## src/rtl/lcd_pkg.sv

```systemverilog
// Shared types and default timing for the HD44780 read path.
// States, timing defaults and RS encodings used by lcd_status_reader.
package lcd_pkg;

  typedef enum logic [2:0] {
    IDLE  = 3'd0,
    SETUP = 3'd1,
    E_HI  = 3'd2,
    E_LO  = 3'd3,
    CHECK = 3'd4
  } state_t;

  localparam int T_AS    = 4;
  localparam int T_PW    = 25;
  localparam int T_REC   = 25;
  localparam int TIMEOUT = 100000;

  localparam logic RS_CMD  = 1'b0;
  localparam logic RS_DATA = 1'b1;

endpackage

```

## src/rtl/lcd_phase_timer.sv

```systemverilog
// Loadable down-counter with a zero flag.
// Shared by the setup, enable-high and recovery phases.
module lcd_phase_timer #(
  parameter int W = 16
) (
  input  logic         clk,
  input  logic         rst,
  input  logic         load,
  input  logic [W-1:0] value,
  output logic         zero
);

  logic [W-1:0] cnt;

  always_ff @(posedge clk or negedge rst) begin
    if (!rst) begin
      cnt <= '0;
    end else if (load) begin
      cnt <= value;
    end else if (cnt != '0) begin
      cnt <= cnt - W'(1);
    end
  end

  assign zero = (cnt == '0);

endmodule

```

## src/rtl/lcd_status_reader.sv

```systemverilog
// HD44780 read-cycle engine: status/data reads with optional BF polling.
// Define LCD_BUSY_TIMEOUT_EN to bound polling by TIMEOUT cycles.
module lcd_status_reader #(
  parameter int T_AS    = lcd_pkg::T_AS,
  parameter int T_PW    = lcd_pkg::T_PW,
  parameter int T_REC   = lcd_pkg::T_REC,
  parameter int TIMEOUT = lcd_pkg::TIMEOUT
) (
  input  logic       clk,
  input  logic       rst,
  input  logic       start,
  input  logic       rs_sel,
  input  logic       poll,
  input  logic [7:0] db_in,
  output logic       lcd_rs,
  output logic       lcd_rw,
  output logic       lcd_e,
  output logic       lcd_oe_n,
  output logic       busy,
  output logic       done,
  output logic       bf,
  output logic [6:0] ac,
  output logic [7:0] rdata,
  output logic       timeout
);

  import lcd_pkg::*;

  localparam int TW = 16;

  state_t        state;
  logic          rs_q;
  logic          poll_q;
  logic          t_load;
  logic [TW-1:0] t_val;
  logic          t_zero;
  logic          repoll;
  logic          again;

  lcd_phase_timer #(
    .W(TW)
  ) u_timer (
    .clk  (clk),
    .rst  (rst),
    .load (t_load),
    .value(t_val),
    .zero (t_zero)
  );

  // bf here is the value sampled on the E pulse that just ended
  assign repoll = poll_q && (rs_q == RS_CMD) && bf;

`ifdef LCD_BUSY_TIMEOUT_EN
  logic [31:0] poll_cnt;
  logic        expired;
  logic        to_q;

  assign expired = (poll_cnt + 32'd1) >= 32'(TIMEOUT);
  assign again   = repoll && !expired;
  assign timeout = to_q;

  always_ff @(posedge clk or negedge rst) begin
    if (!rst) begin
      poll_cnt <= '0;
      to_q     <= 1'b0;
    end else if (state == IDLE) begin
      if (start) begin
        poll_cnt <= '0;
        to_q     <= 1'b0;
      end
    end else begin
      poll_cnt <= poll_cnt + 32'd1;
      if (state == E_LO && t_zero && repoll && expired) begin
        to_q <= 1'b1;
      end
    end
  end
`else
  assign again   = repoll;
  assign timeout = 1'b0;
`endif

  always_comb begin
    t_load = 1'b0;
    t_val  = '0;
    unique case (state)
      IDLE: begin
        if (start) begin
          t_load = 1'b1;
          t_val  = TW'(T_AS - 1);
        end
      end
      SETUP: begin
        if (t_zero) begin
          t_load = 1'b1;
          t_val  = TW'(T_PW - 1);
        end
      end
      E_HI: begin
        if (t_zero) begin
          t_load = 1'b1;
          t_val  = TW'(T_REC - 1);
        end
      end
      CHECK: begin
        if (!done) begin
          t_load = 1'b1;
          t_val  = TW'(T_AS - 1);
        end
      end
      default: begin
      end
    endcase
  end

  always_ff @(posedge clk or negedge rst) begin
    if (!rst) begin
      state    <= IDLE;
      rs_q     <= 1'b0;
      poll_q   <= 1'b0;
      lcd_rs   <= 1'b0;
      lcd_rw   <= 1'b0;
      lcd_e    <= 1'b0;
      lcd_oe_n <= 1'b0;
      busy     <= 1'b0;
      done     <= 1'b0;
      bf       <= 1'b0;
      ac       <= '0;
      rdata    <= '0;
    end else begin
      done <= 1'b0;
      unique case (state)
        IDLE: begin
          if (start) begin
            rs_q     <= rs_sel;
            poll_q   <= poll;
            lcd_rs   <= rs_sel;
            lcd_rw   <= 1'b1;
            lcd_oe_n <= 1'b1;
            busy     <= 1'b1;
            state    <= SETUP;
          end
        end
        SETUP: begin
          if (t_zero) begin
            lcd_e <= 1'b1;
            state <= E_HI;
          end
        end
        E_HI: begin
          if (t_zero) begin
            lcd_e <= 1'b0;
            state <= E_LO;
            if (rs_q == RS_CMD) begin
              {bf, ac} <= db_in;
            end else begin
              rdata <= db_in;
            end
          end
        end
        E_LO: begin
          if (t_zero) begin
            state <= CHECK;
            // rw and oe_n drop together, so the bus is never double-driven
            if (!again) begin
              done     <= 1'b1;
              lcd_rw   <= 1'b0;
              lcd_oe_n <= 1'b0;
              lcd_rs   <= 1'b0;
            end
          end
        end
        CHECK: begin
          if (done) begin
            busy  <= 1'b0;
            state <= IDLE;
          end else begin
            state <= SETUP;
          end
        end
        default: begin
          state <= IDLE;
        end
      endcase
    end
  end

endmodule

```

## config.mk

```make
export PLATFORM = sky130hd
export DESIGN_NAME = lcd_status_reader
export DESIGN_NICKNAME = d
export VERILOG_FILES = /design/src/rtl/lcd_pkg.sv /design/src/rtl/lcd_phase_timer.sv /design/src/rtl/lcd_status_reader.sv
export SDC_FILE = /design/constraint.sdc
export NUM_CORES = 1
export LEC_CHECK = 0
export ABC_AREA = 1
export BUFFER_PORTS_ARGS = -buffer_cell sky130_fd_sc_hd__buf_2
export CAP_MARGIN = 25
export CORE_MARGIN = 2
export CORE_UTILIZATION = 50
export CTS_BUF_LIST = sky130_fd_sc_hd__clkbuf_8
export CTS_CLUSTER_SIZE = 10
export DETAILED_ROUTE_END_ITERATION = 8
export GPL_TIMING_DRIVEN = 0
export PLACE_DENSITY = 0.83
export SYNTH_ARGS = -nofsm -noshare
export SYNTH_HDL_FRONTEND = slang
export SYNTH_SLANG_ARGS = --single-unit
```

## constraint.sdc

```tcl
create_clock -name clk -period 2.6 [get_ports clk]
set_input_delay 0.13 -clock clk [delete_from_list [all_inputs] [get_ports clk]]
set_output_delay 0.13 -clock clk [all_outputs]
set_load 0.01 [all_outputs]
```

* Word-level counts from Yosys, hierarchy flattened
Cells that the tools add are included.
** Word-level totals
- Flip-flop bits (word level) :: 42
- Output and inout port bits :: 23
- Logic and storage cells :: 71
- Input bits :: 13
** Cells by class
- Equal/unequal tests :: 10
- Add/sub/neg operators :: 1
- Bitwise operators :: 1
- Reduce and logical (&&, ||, !) cells :: 17
- Mux-type cells :: 30
** Operators by type and width (count)
- 2-to-1 mux 16 bit :: 2
- logical NOT 16 bit :: 1
- nonzero test 16 bit :: 1
- subtractor 16 x 1 -> 16 bit (second input constant) :: 1
- case mux 3 bit (5 select lines) :: 1
- case mux 5 bit (3 select lines) :: 1
- 2-to-1 mux 1 bit :: 14
- 2-to-1 mux 3 bit :: 4
- inequality test 2 bit (second input constant) :: 6
- AND reduction 3 bit :: 4
- case mux 1 bit (2 select lines) :: 4
- AND reduction 4 bit :: 2
- nonzero test 2 bit :: 4
- == test 3 x 2 -> 1 bit (second input constant) :: 2
- 2-to-1 mux 5 bit :: 1
- 2-to-1 mux 2 bit :: 2
- == test 3 x 1 -> 1 bit (second input constant) :: 1
- == test 3 bit (second input constant) :: 1
- logical NOT 3 bit :: 1
- case mux 1 bit (3 select lines) :: 1
- logical AND 1 bit :: 2
- AND reduction 2 bit :: 1
- OR reduction 2 bit :: 1
- NOT 1 bit :: 1

* Longest topological paths before layout
- Depth after elaboration :: 6
- Gate-level depth with buffers :: 12
- Gate-level depth less buffers :: 11

* Cells and area by module
A second synthesis with hierarchy kept.
** Second synthesis, totals
- Cells, all modules :: 293
- Area, all modules :: 2372.3 sq um
** Modules (own cells, without submodules)
- lcd_status_reader :: area each 1187.4 sq um, cells each 126, instances 1
- lcd_phase_timer :: area each 1184.9 sq um, cells each 167, instances 1

* Least setup slack after synthesis
OpenSTA, ideal clock, no wires.
- Kind :: register to register
- From :: reg u_timer.cnt[0]
- To :: reg bf
- Arrival time :: 1.496 ns
- Library setup time :: 0.118 ns
- Cell stages (with the launch flop) :: 13
- Path slack :: 0.986 ns
- Required time :: 2.482 ns
- Path buffers :: 1
- Path through :: dfrtp_1 > inv_1 > ha_1 > inv_1 > nor2_1 > nand2_1 > nor2_4 > nand2_4 > inv_6 > nand2_4 > buf_6 > nand2_2 > o21ai_2
** On the way
- Word-level cells in the longest chain between the ends :: 2
** Ends and longest elaborated chain
- start: declaration :: RTL line lcd_phase_timer.sv:13 : logic [W-1:0] cnt;
- start signal: assignment :: RTL line lcd_phase_timer.sv:19 : cnt <= value;
- start signal: assignment :: RTL line lcd_phase_timer.sv:21 : cnt <= cnt - W'(1);
- logical NOT 16 bit :: RTL line lcd_phase_timer.sv:25 : assign zero = (cnt == '0);
- AND reduction 3 bit (no source line)
- end signal: assignment :: RTL line lcd_status_reader.sv:155 : {bf, ac} <= db_in;
- end: declaration :: RTL line lcd_status_reader.sv:21 : output logic bf,
No other way between the ends.
A chain may end at the register's enable or synchronous reset.

* Final worst setup path
- From :: reg u_timer.cnt[0]
- To :: reg ac[6]
** On the way
- Word-level cells in the longest chain between the ends :: 2
** Ends and longest elaborated chain
- logical NOT 16 bit :: RTL line lcd_phase_timer.sv:25
- AND reduction 3 bit (no source line)
- end signal: assignment :: RTL line lcd_status_reader.sv:155
- end: declaration :: RTL line lcd_status_reader.sv:22 : output logic [6:0] ac,
No other way between the ends.

==> flow_metrics.tcl <==
set metrics [dict create \
    setup.worst_path.start_class "register" \
    grt_first_pass_wirelength_um 7490 \
    synth-warning-count 0 \
    hpwlAfterDp_um 3310 \
    detailroute.wirelength.met3_um 208 \
    path_max_fanout 10 \
    synth_seq_area_share 0.470 \
    cts_inserted_buffers 5 \
    routed_wirelength_um 4360 \
    floorplan.rows 24 \
    dr.max_layer_used "met4" \
    wire_per_inst_um 11.7 \
    worst_path_max_delay_cell "sky130_fd_sc_hd__dfrtp_1" \
    power_switching_w 0.00135 \
    grt_pass1_vias 1764 \
    clkLatencyLatePin_ps 300 \
    place_ws_ps 777 \
    cts.sink_count 42 \
    design.final.nets 336 \
    drv_cap 0 \
    cts-root-to-sink-buffers 2 \
    drt_pre_antenna_iters 4 \
    post_route_cells_drive_above_1_share 0.267 \
    total_die_area_mm2 0.00503 \
    die_boundary_height_um 70.9 \
    clock.fmax_mhz 551 \
    finalClockSkew_ps 4.60 \
    cts_resized 0 \
    antenna_found_initial 0 \
    power_dens_cells_mw_per_mm2 1160 \
    fill_cell_instance_count_of_the_final_layout 401 \
    timing.max_slew.rel_slack 0.394 \
    yosys-top-cells-area "sky130_fd_sc_hd__dfrtp_1, sky130_fd_sc_hd__nand2_1, sky130_fd_sc_hd__o21ai_2" \
    min-delay-path-class "input port to register" \
    share_of_total_power_consumed_by_net_switching 0.449 \
    power.ir.vdd_worst_uv 554 \
    power_frac_seq 0.364 \
    timing.final.setup_violations 0 \
    cts_root_buffer "sky130_fd_sc_hd__clkbuf_8" \
    power_frac_comb 0.489 \
    edff_count_synth 0 \
    result_of_the_run "finished, final reports clean" \
    worst_setup_path_end_kind "register" \
    drtIter0Drc 95 \
    final_hold_viol_count 0 \
    total_power_w 0.00300 \
    critPathArrivalTime_ps 2010 \
    post_synthesis_instance_area_mm2 0.00224 \
    io_pins 36 \
    route.met2.wl_um 2060 \
    timing_worst_setup_path_type "register to register" \
    synth_fp_nets 294 \
    routabilityCongestion 0.884 \
    max_stage_delay_on_crit_path_ps 400 \
    maxSlewViolCount 0 \
    routed-via-count 1857 \
    max_slew.worst_pin.slew_ps 909 \
    grt_start_max_net_pins 43 \
    fin_crit_ps 1820 \
    area_growth_pct 15.2 \
    ctsHtreeMaxLevel 2 \
    final_antenna_net_count 0 \
    worstPathRequired_ps 2790 \
    synthDominantCellAreaShare 0.470 \
    n_antenna_cell 0 \
    grt-ovfl-total 0 \
    ys_types 25 \
    cellLeakagePower_nw 1.37 \
    yosysTopAreaCell "sky130_fd_sc_hd__dfrtp_1" \
    power.internal_w 0.00165 \
    post-synth-top-count-cell "sky130_fd_sc_hd__nand2_1" \
    cts_tree "done" \
    clkPwrFrac 0.147 \
    min_period_over_period 0.699 \
    sum_neg_setup_slack_ps 0 \
    fp.dieW_um 70.9 \
    vias_per_cell 4.97 \
    async_flop_share 1.00 \
    postLayoutSetupSlackWorst_ps 784 \
    core_area_mm2 0.00432 \
    clkSlewWorstSetupHoldPaths_ps 80 \
    ys_top_cells_by_count "sky130_fd_sc_hd__nand2_1, sky130_fd_sc_hd__dfrtp_1, sky130_fd_sc_hd__inv_1, sky130_fd_sc_hd__nor2_1, sky130_fd_sc_hd__nand3_1" \
    start_util 0.518 \
    mean_instance_size_in_the_synthesized_netlist_um2 8.02 \
    rsz_0062_raised_after_global_routing "no" \
    cells_after_synth 279 \
    cp_cell_sequence "inv_1, ha_1, inv_1, nor2_1, nand2_1, nor2_4, nand2_4, inv_6, nand2_4, buf_6, nand2_2, o21ai_2" \
    ys_seq_elements 42 \
    wirelength_met1_um 2030 \
    port-buffer-count 34 \
    grtUsageTotal 0.186 \
    final_routed_drc_violation_total 0 \
    yosys_most_used_dff "sky130_fd_sc_hd__dfrtp_1" \
]
## sequential cells by signal, summed over array words and instances, names as in the netlist, 3 cells and up
register     count
u_timer.cnt     16
state            3
rdata            8
ac               7
## power groups by stage
stage | logic [W] | clock network [W] | registers, W
after floorplan | 0.00109 | 0 | 0.00111
after global placement | 0.00143 | 0 | 0.00109
after detailed placement | 0.00148 | 0 | 0.00110
after CTS | 0.00148 | 0.000450 | 0.00109
after global routing | 0.00167 | 0.000475 | 0.00112
final | 0.00147 | 0.000442 | 0.00109
## layout by cell type, fill, tap and decap left out, types with 3 or more instances in the layout
master	count
sky130_fd_sc_hd__nand3_1	20
sky130_fd_sc_hd__nor2_2	5
sky130_fd_sc_hd__xnor2_1	3
sky130_fd_sc_hd__nand4_1	3
sky130_fd_sc_hd__nand2_1	76
sky130_fd_sc_hd__o21ai_0	5
sky130_fd_sc_hd__o21ai_2	16
sky130_fd_sc_hd__nand2_2	8
sky130_fd_sc_hd__clkbuf_8	6
sky130_fd_sc_hd__nand2_4	3
sky130_fd_sc_hd__inv_2	3
sky130_fd_sc_hd__nor3_1	10
sky130_fd_sc_hd__nor2_1	33
sky130_fd_sc_hd__dfrtp_1	42
sky130_fd_sc_hd__nor2_4	3
sky130_fd_sc_hd__buf_6	3
sky130_fd_sc_hd__buf_2	34
sky130_fd_sc_hd__inv_1	33
## timing repair
item,in CTS,in global routing
endpoints found under the hold margin,18,0
setup endpoints to repair,0,0
setup buffers,0,0
hold buffers,1,0
## logic make-up (layout without fill, tap and decap cells)
logic type / after synthesis / after routing / synth area share
other cells: 1 / 1 / 0.00168
simple gates: 161 / 161 / 0.325
buf+inv: 43 / 86 / 0.0878
compound gates: 25 / 25 / 0.0855
flops: 42 / 42 / 0.470
fa+ha+maj: 2 / 2 / 0.0112
xor+xnor: 5 / 5 / 0.0196
## metal layers
layer | vias up | GRT usage
li1 | 948 | -
met1 | 853 | 0.236
met2 | 50 | 0.317
met3 | 6 | 0.0342
met4 | 0 | 0.0713
met5 | - | 0
## stage by stage
stage | util | hold slack (ps) | cells | area [um2]
3_3_place_gp | 0.572 | 324 | 365 | 2470
4_1_cts | 0.596 | 28.3 | 374 | 2580
5_1_grt | 0.596 | 42.7 | 374 | 2580
2_1_floorplan | - | -166 | 279 | 2240
3_5_place_dp | 0.572 | 323 | 365 | 2470
6_report | 0.596 | 29.4 | 374 | 2580
## critical path: cells and delay by family, from the launching register on
kind | cells | cell delay [ps]
AOI/OAI and AO/OA | 1 | 40
buffers and inverters | 4 | 460
adders and majority gates | 1 | 200
and+or+nand+nor | 6 | 600
DFF | 1 | 400
## area by class of cell
class                           count  area (um2)  share of cell area
Sequential cell                    42        1050               0.408
Multi-Input combinational cell    194         991               0.384
Timing Repair Buffer               35         180              0.0699
Inverter                           38         148              0.0573
Clock buffer                        6        82.6              0.0320
Tap cell                           52        65.1              0.0252
Buffer                              5        48.8              0.0189
Clock inverter                      2        12.5             0.00485
## path summary, 6_finish.rpt
check | startpoint | depth (start not counted) | slack [ps] | to
setup / recovery | u_timer.cnt[0] | 12 | 780 | ac[6]
hold / removal | poll | 3 | 30 | poll_q
setup reg to reg | u_timer.cnt[0] | 12 | 780 | ac[6]
hold reg to reg | lcd_e | 2 | 480 | lcd_e
max in group asynchronous | rst | 2 | 1530 | rdata[0]
min in group asynchronous | rst | 2 | 500 | state[1]
No activity file was read; power rests on OpenSTA's default activity.
